$ cat src/rtl/amp_autorange_pkg.sv
// Shared types and constants for the dual-channel amplifier autorange block.
// Gain codes 0..6 select x1, x2, x5, x10, x20, x50 and x100.
package amp_autorange_pkg;

   localparam int                CODE_W   = 4;
   localparam logic [CODE_W-1:0] MAX_CODE = 4'd6;

   typedef enum logic [1:0] {
      IDLE    = 2'd0,
      SETTLE  = 2'd1,
      MEASURE = 2'd2,
      DECIDE  = 2'd3
   } state_t;

   function automatic logic [CODE_W-1:0] clamp_code(input logic [CODE_W-1:0] code);
      return (code > MAX_CODE) ? MAX_CODE : code;
   endfunction

endpackage

$ cat src/rtl/amp_peak_det.sv
// Running peak-magnitude detector for one signed ADC channel.
// The most negative sample saturates to the largest positive magnitude.
module amp_peak_det #(
   parameter int ADC_W = 14
) (
   input  logic                    i_clk,
   input  logic                    i_rst_n,
   input  logic                    clr,
   input  logic                    vld,
   input  logic signed [ADC_W-1:0] sample,
   output logic        [ADC_W-1:0] peak
);

   localparam logic [ADC_W-1:0] S_MIN   = {1'b1, {(ADC_W-1){1'b0}}};
   localparam logic [ADC_W-1:0] MAG_MAX = {1'b0, {(ADC_W-1){1'b1}}};

   logic [ADC_W-1:0] mag;

   always_comb begin
      mag = sample;
      if (sample[ADC_W-1]) begin
         mag = (sample == S_MIN) ? MAG_MAX : -sample;
      end
   end

   always_ff @(posedge i_clk or negedge i_rst_n) begin
      if (!i_rst_n) begin
         peak <= '0;
      end else if (clr) begin
         peak <= '0;
      end else if (vld && (mag > peak)) begin
         peak <= mag;
      end
   end

endmodule

$ cat src/rtl/amp_autorange.sv
// Autorange controller: settle, measure a window of peaks, then step each
// channel's gain code one notch toward the band [LO_TH, HI_TH).
module amp_autorange
   import amp_autorange_pkg::*;
#(
   parameter int ADC_W      = 14,
   parameter int WIN_LEN    = 1024,
   parameter int SETTLE_CYC = 2000,
   parameter int HI_TH      = 7000,
   parameter int LO_TH      = 2600
) (
   input  logic                    i_clk,
   input  logic                    i_rst_n,
   input  logic                    i_en,
   input  logic                    i_manual,
   input  logic [CODE_W-1:0]       i_man_a,
   input  logic [CODE_W-1:0]       i_man_b,
   input  logic signed [ADC_W-1:0] i_adc_a,
   input  logic signed [ADC_W-1:0] i_adc_b,
   input  logic                    i_adc_vld,
   output logic [CODE_W-1:0]       o_amp_a,
   output logic [CODE_W-1:0]       o_amp_b,
   output logic                    o_locked,
   output logic                    o_ovr_a,
   output logic                    o_ovr_b,
   output state_t                  o_state
);

   localparam int WIN_W = $clog2(WIN_LEN + 1);
   localparam int ST_W  = $clog2(SETTLE_CYC + 1);

   localparam logic [ADC_W-1:0] HI_V      = ADC_W'(HI_TH);
   localparam logic [ADC_W-1:0] LO_V      = ADC_W'(LO_TH);
   localparam logic [WIN_W-1:0] WIN_LAST  = WIN_W'(WIN_LEN - 1);
   localparam logic [ST_W-1:0]  SETL_LAST = ST_W'(SETTLE_CYC - 1);

   state_t            state;
   logic [WIN_W-1:0]  win_cnt;
   logic [ST_W-1:0]   settle_cnt;
   logic [ADC_W-1:0]  peak_a;
   logic [ADC_W-1:0]  peak_b;
   logic              peak_clr;
   logic              peak_vld;
   logic              hi_a, hi_b, lo_a, lo_b;
   logic [CODE_W-1:0] nxt_a, nxt_b;

   function automatic logic [CODE_W-1:0] step_code(input logic [CODE_W-1:0] code,
                                                   input logic hi, input logic lo);
      if (hi && (code != '0))          return code - 1'b1;
      else if (lo && (code < MAX_CODE)) return code + 1'b1;
      return code;
   endfunction

   // Peaks are held clear outside MEASURE, so every window starts from zero.
   assign peak_clr = (state != MEASURE);
   assign peak_vld = i_adc_vld && (state == MEASURE);

   amp_peak_det #(.ADC_W(ADC_W)) u_peak_a (
      .i_clk   (i_clk),
      .i_rst_n (i_rst_n),
      .clr     (peak_clr),
      .vld     (peak_vld),
      .sample  (i_adc_a),
      .peak    (peak_a)
   );

   amp_peak_det #(.ADC_W(ADC_W)) u_peak_b (
      .i_clk   (i_clk),
      .i_rst_n (i_rst_n),
      .clr     (peak_clr),
      .vld     (peak_vld),
      .sample  (i_adc_b),
      .peak    (peak_b)
   );

   assign hi_a  = (peak_a >= HI_V);
   assign hi_b  = (peak_b >= HI_V);
   assign lo_a  = (peak_a <  LO_V);
   assign lo_b  = (peak_b <  LO_V);
   assign nxt_a = step_code(o_amp_a, hi_a, lo_a);
   assign nxt_b = step_code(o_amp_b, hi_b, lo_b);

   assign o_state = state;

   always_ff @(posedge i_clk or negedge i_rst_n) begin
      if (!i_rst_n) begin
         state      <= IDLE;
         win_cnt    <= '0;
         settle_cnt <= '0;
         o_amp_a    <= '0;
         o_amp_b    <= '0;
         o_locked   <= 1'b0;
         o_ovr_a    <= 1'b0;
         o_ovr_b    <= 1'b0;
      end else if (i_manual) begin
         state      <= IDLE;
         win_cnt    <= '0;
         settle_cnt <= '0;
         o_locked   <= 1'b0;
         o_amp_a    <= clamp_code(i_man_a);
         o_amp_b    <= clamp_code(i_man_b);
      end else if (!i_en) begin
         state      <= IDLE;
         win_cnt    <= '0;
         settle_cnt <= '0;
         o_locked   <= 1'b0;
      end else begin
         case (state)
            IDLE: begin
               state      <= SETTLE;
               settle_cnt <= '0;
            end
            SETTLE: begin
               if (settle_cnt == SETL_LAST) begin
                  state      <= MEASURE;
                  settle_cnt <= '0;
                  win_cnt    <= '0;
               end else begin
                  settle_cnt <= settle_cnt + 1'b1;
               end
            end
            MEASURE: begin
               if (i_adc_vld) begin
                  if (win_cnt == WIN_LAST) begin
                     state   <= DECIDE;
                     win_cnt <= '0;
                  end else begin
                     win_cnt <= win_cnt + 1'b1;
                  end
               end
            end
            DECIDE: begin
               o_amp_a <= nxt_a;
               o_amp_b <= nxt_b;
               o_ovr_a <= hi_a && (o_amp_a == '0);
               o_ovr_b <= hi_b && (o_amp_b == '0);
               if ((nxt_a != o_amp_a) || (nxt_b != o_amp_b)) begin
                  state      <= SETTLE;
                  settle_cnt <= '0;
                  o_locked   <= 1'b0;
               end else begin
                  state    <= MEASURE;
                  o_locked <= 1'b1;
               end
            end
            default: state <= IDLE;
         endcase
      end
   end

endmodule

$ cat config.mk
export PLATFORM = sky130hd
export DESIGN_NAME = amp_autorange
export DESIGN_NICKNAME = d
export VERILOG_FILES = /design/src/rtl/amp_autorange_pkg.sv /design/src/rtl/amp_peak_det.sv /design/src/rtl/amp_autorange.sv
export SDC_FILE = /design/constraint.sdc
export NUM_CORES = 1
export LEC_CHECK = 0
export ABC_CLOCK_PERIOD_IN_PS = 3000
export CORE_ASPECT_RATIO = 0.6
export CORE_MARGIN = 3
export CORE_UTILIZATION = 45
export DETAILED_ROUTE_END_ITERATION = 8
export HOLD_SLACK_MARGIN = 0.06
export PLACE_DENSITY = 0.66
export SLEW_MARGIN = 15
export SYNTH_ARGS = -nofsm -noshare
export SYNTH_HDL_FRONTEND = slang
export SYNTH_SLANG_ARGS = --single-unit
export TNS_END_PERCENT = 30
$ cat constraint.sdc
create_clock -name i_clk -period 3 [get_ports i_clk]
set_input_delay 0.45 -clock i_clk [delete_from_list [all_inputs] [get_ports i_clk]]
set_output_delay 0.45 -clock i_clk [all_outputs]
set_load 0.1 [all_outputs]
==> metrics.cfg, run 1 <==
[worst_setup_path]
crit_chain=buf_6, or4_4, or3_4, or3_4, buf_4, a31oi_2, ha_2, o21a_1, o221a_4, a221oi_2, o21a_2, buf_6, buf_12, a22o_1
worst-endpoint-required_ps=3270
end_kind=flop
reg2reg_from=u_peak_a.peak[13]
critPathKind=in2reg
cpMaxStageDelayCell=or4_4
cp_slowest_stage_delay_ps=520
regToRegSetupSlack_ps=300
reg2reg_depth=9
cp-start-kind=primary input
crit_path_max_fanout=5
arrival_ps=3790
rr_endpoint=o_amp_a[3]

[yosys]
yosys_warnings=0
synthArstFlopShare_pct=100
synthAdderAreaFrac_pct=11.3
synthesis.instances=525
synth-edff-count=0
synthTopCellsByCount=dfrtp_1 (63), ha_1 (40), nand2_1 (40)
synthSimpleGateAreaFrac_pct=20.5
syn-num-nets=608
yosysTopAreaCell=dfrtp_1
synthFlopType=dfrtp_1
synthesis.area_um2=4800
synth_compound_area_share_pct=21.1
ys_seq_area_share_pct=32.9
ys_seq_elements=63
synthXorXnorAreaFrac_pct=4.38
synth_top_family_by_area=compound AO/OA/AOI/OAI gates
synth_top_area_share_pct=32.9
muxShareOfSynthArea_pct=5.37
synth.avg_cell_area_um2=9.14
synth.distinct_cells=69
synth_area_leaders=dfrtp_1 (33%), ha_1 (10%), nand2_1 (3.1%), mux2_2 (3.1%), a22o_1 (2.9%)
synthMostInstantiatedCell=dfrtp_1

[timing]
worst_clock_skew_ps=7.26
slew_headroom_pct=55.1
rsz0062_at_grt=true
fin_crit_ps=3520
finalCritPeriodShare_pct=117
finalHoldViolCount=0
maxSlewViolCount=0
setup_viol_count_final=28
worst_pin_slew_ps=666
max_clock_freq_ghz=0.284
layout_setup_ws_ps=-520

[placed_design]
place_area_um2=6070
place_inst=780
dp_hpwl_um=9920
place.gp.congestion=0.934
port_buffers=53
preCtsSetupSlack_ps=-1220

[grt]
grt_pass1_wl_um=23700
grt_max_degree=28
grt_antenna_before_repair=0
grt_pass1_vias=4840
grt_overflow=0
grt_usage_pct=24.3

[pwr]
p_leak_nw=3.10
pwr_density_cell_nw_per_um2=375
comb_power_share_pct=24.5
vdd_drop_max_mv=0.310
power.share.sequential_pct=34.4
sw_frac_of_total_pct=29.1
p_int_mw=1.83
switchingPower_mw=0.749
clkPwrFrac_pct=41.0

[routing]
ant_nets=0
first_pass_iters=5
drtIter0Drc=316
avgViaCountPerCell=5.73
vias=4706
finalWirelength_um=14100
routedWlPerCell_um=17.2
route.detailed.drc=0

[clock_tree]
clk_pin_slew_ps=50
cts.path.max_buffers=2
insertion_delay_ps=340
cts_hold_buffers=0
cts_tree=done
cts_sinks=63
cts_made_buffers=9
cts_max_level=3
cts-root-buf=clkbuf_16

[worst_hold_path]
hp-class=in2async

[layout]
fillers=779
diodes=0
final_cell_count_no_fill=821
final_area_um2=6860
syn_to_final_growth_pct=43.0
seqCellArea_um2=1580
multi_input_area_um2=3320
fin_nets=764
drive_gt1_share_pct=33.4

[floorplanning]
io_pins=54
core_area_um2=10100
dieArea_um2=12000
die_x_um=139
fp.dieH_um=86.0
core.rowCount=28
start_util_pct=47.4

[flow_run]
cap_violations=0

[run_status]
outcome=complete, but fails checks
failed_checks=negative setup slack

-- critical path: cells and delay by family --
| family | cells | cell delay, ps |
|---|---|---|
| buffers and inverters | 4 | 440 |
| adder cells (fa/ha/maj) | 1 | 320 |
| AND/OR/NAND/NOR | 3 | 1270 |
| AO/OA/AOI/OAI | 6 | 1300 |
-- metrics by stage --
stage | total power [mW] | TNS [ps] | hold slack, ps | utilization [%]
floorplan | 1.19 | -15110 | 154 | -
global placement | 1.43 | -30130 | 491 | 60.0
detailed placement | 1.44 | -32440 | 492 | 60.0
CTS | 2.56 | -14280 | 146 | 67.1
global route | 2.69 | -15040 | 179 | 67.8
finish | 2.58 | -13100 | 135 | 67.8
-- power groups by stage --
stage | clock network, mW | logic, mW | registers [mW]
5_1_grt | 1.11 | 0.685 | 0.889
2_1_floorplan | 0 | 0.226 | 0.962
4_1_cts | 1.07 | 0.602 | 0.886
6_report | 1.06 | 0.632 | 0.887
3_3_place_gp | 0 | 0.528 | 0.900
3_5_place_dp | 0 | 0.539 | 0.901
-- placed cells by master, fill, tap and decap left out, types with 7 or more instances in the layout --
master and instances:
xor2_1 15, a22o_1 16, ha_1 33, buf_6 12, o211ai_1 7, o21ai_0 18
a21o_1 9, nand4_1 8, clkdlybuf4s50_1 22, buf_4 113, mux2i_1 10, and2_1 12
nand2_1 34, nor2_1 30, or3_4 7, nand3_1 19, dfrtp_1 63, o31ai_1 10
clkbuf_16 10, a21oi_1 17, mux2_4 12, inv_1 35, xnor2_1 9, nor2b_1 7
buf_2 7
-- layer usage --
metal | part of all wire [%] | up-vias | global-route usage, %
met5 | 0 | - | 0
met4 | 1.7 | 0 | 7.10
met3 | 6.0 | 33 | 5.40
met2 | 45 | 153 | 39.6
met1 | 47 | 2271 | 32.6
li1 | - | 2249 | -
-- area by class of cell --
type / count / area share, %
clock buffers: 11 / 3.54
clock inverters: 5 / 0.839
inverters: 37 / 2.02
multi-input cells: 408 / 48.5
flip-flops and latches: 63 / 23.0
well taps: 135 / 2.46
repair buffers: 162 / 19.7
-- registers in the layout, indices dropped and copies added (netlist names) --
name	count
u_peak_b.peak	14
o_locked	1
o_state	2
o_ovr_b	1
u_peak_a.peak	14
o_amp_b	4
o_amp_a	4
o_ovr_a	1
win_cnt	11
settle_cnt	11
-- logic make-up (layout without fill, tap and decap cells) --
| group | Yosys count | in the layout |
|---|---|---|
| flops | 63 | 63 |
| mux | 24 | 24 |
| xor+xnor | 24 | 24 |
| buf+inv | 54 | 215 |
| fa+ha+maj | 42 | 42 |
| compound gates | 137 | 137 |
| simple gates | 181 | 181 |
-- repair_timing --
item	4_1_cts	5_1_grt
gates resized for setup	110	26
pin swaps	44	27
endpoints found under the setup margin	28	28
cloned	2	0
setup buffers	22	2
-- how the worst max path moves through the flow --
stage	endpoint	cells after the start	slack [ps]	start
after floorplan	u_peak_b.peak[10]	13	-630	i_adc_b[8]
final	u_peak_a.peak[8]	14	-520	i_adc_a[4]
after global placement	u_peak_a.peak[2]	13	-1100	i_adc_a[7]
after CTS	u_peak_a.peak[8]	14	-620	i_adc_a[3]
after detailed placement	u_peak_b.peak[2]	15	-1220	i_adc_b[8]
after global routing	u_peak_a.peak[8]	14	-580	i_adc_a[4]
Note: power is estimated with default switching activity, not from simulation.
==> inputs of run 2 (changes only) <==
--- a/config.mk
+++ b/config.mk
@@ -5,12 +5,12 @@
 export SDC_FILE = /design/constraint.sdc
 export NUM_CORES = 1
 export LEC_CHECK = 0
+export ABC_AREA = 0
 export ABC_CLOCK_PERIOD_IN_PS = 3000
 export CORE_ASPECT_RATIO = 0.6
 export CORE_MARGIN = 3
 export CORE_UTILIZATION = 45
 export DETAILED_ROUTE_END_ITERATION = 8
-export HOLD_SLACK_MARGIN = 0.06
 export PLACE_DENSITY = 0.66
 export SLEW_MARGIN = 15
 export SYNTH_ARGS = -nofsm -noshare
==> results of run 2 <==
Same layout as run 1: the final DEF is identical, and so are final timing and power.
==> inputs of run 3 (changes only) <==
--- a/config.mk
+++ b/config.mk
@@ -10,6 +10,7 @@
 export CORE_ASPECT_RATIO = 0.6
 export CORE_MARGIN = 3
 export CORE_UTILIZATION = 45
+export CTS_CLUSTER_SIZE = 14
 export DETAILED_ROUTE_END_ITERATION = 8
 export PLACE_DENSITY = 0.66
 export SLEW_MARGIN = 15
==> results of run 3 <==
Same layout as run 1: the final DEF is identical, and so are final timing and power.
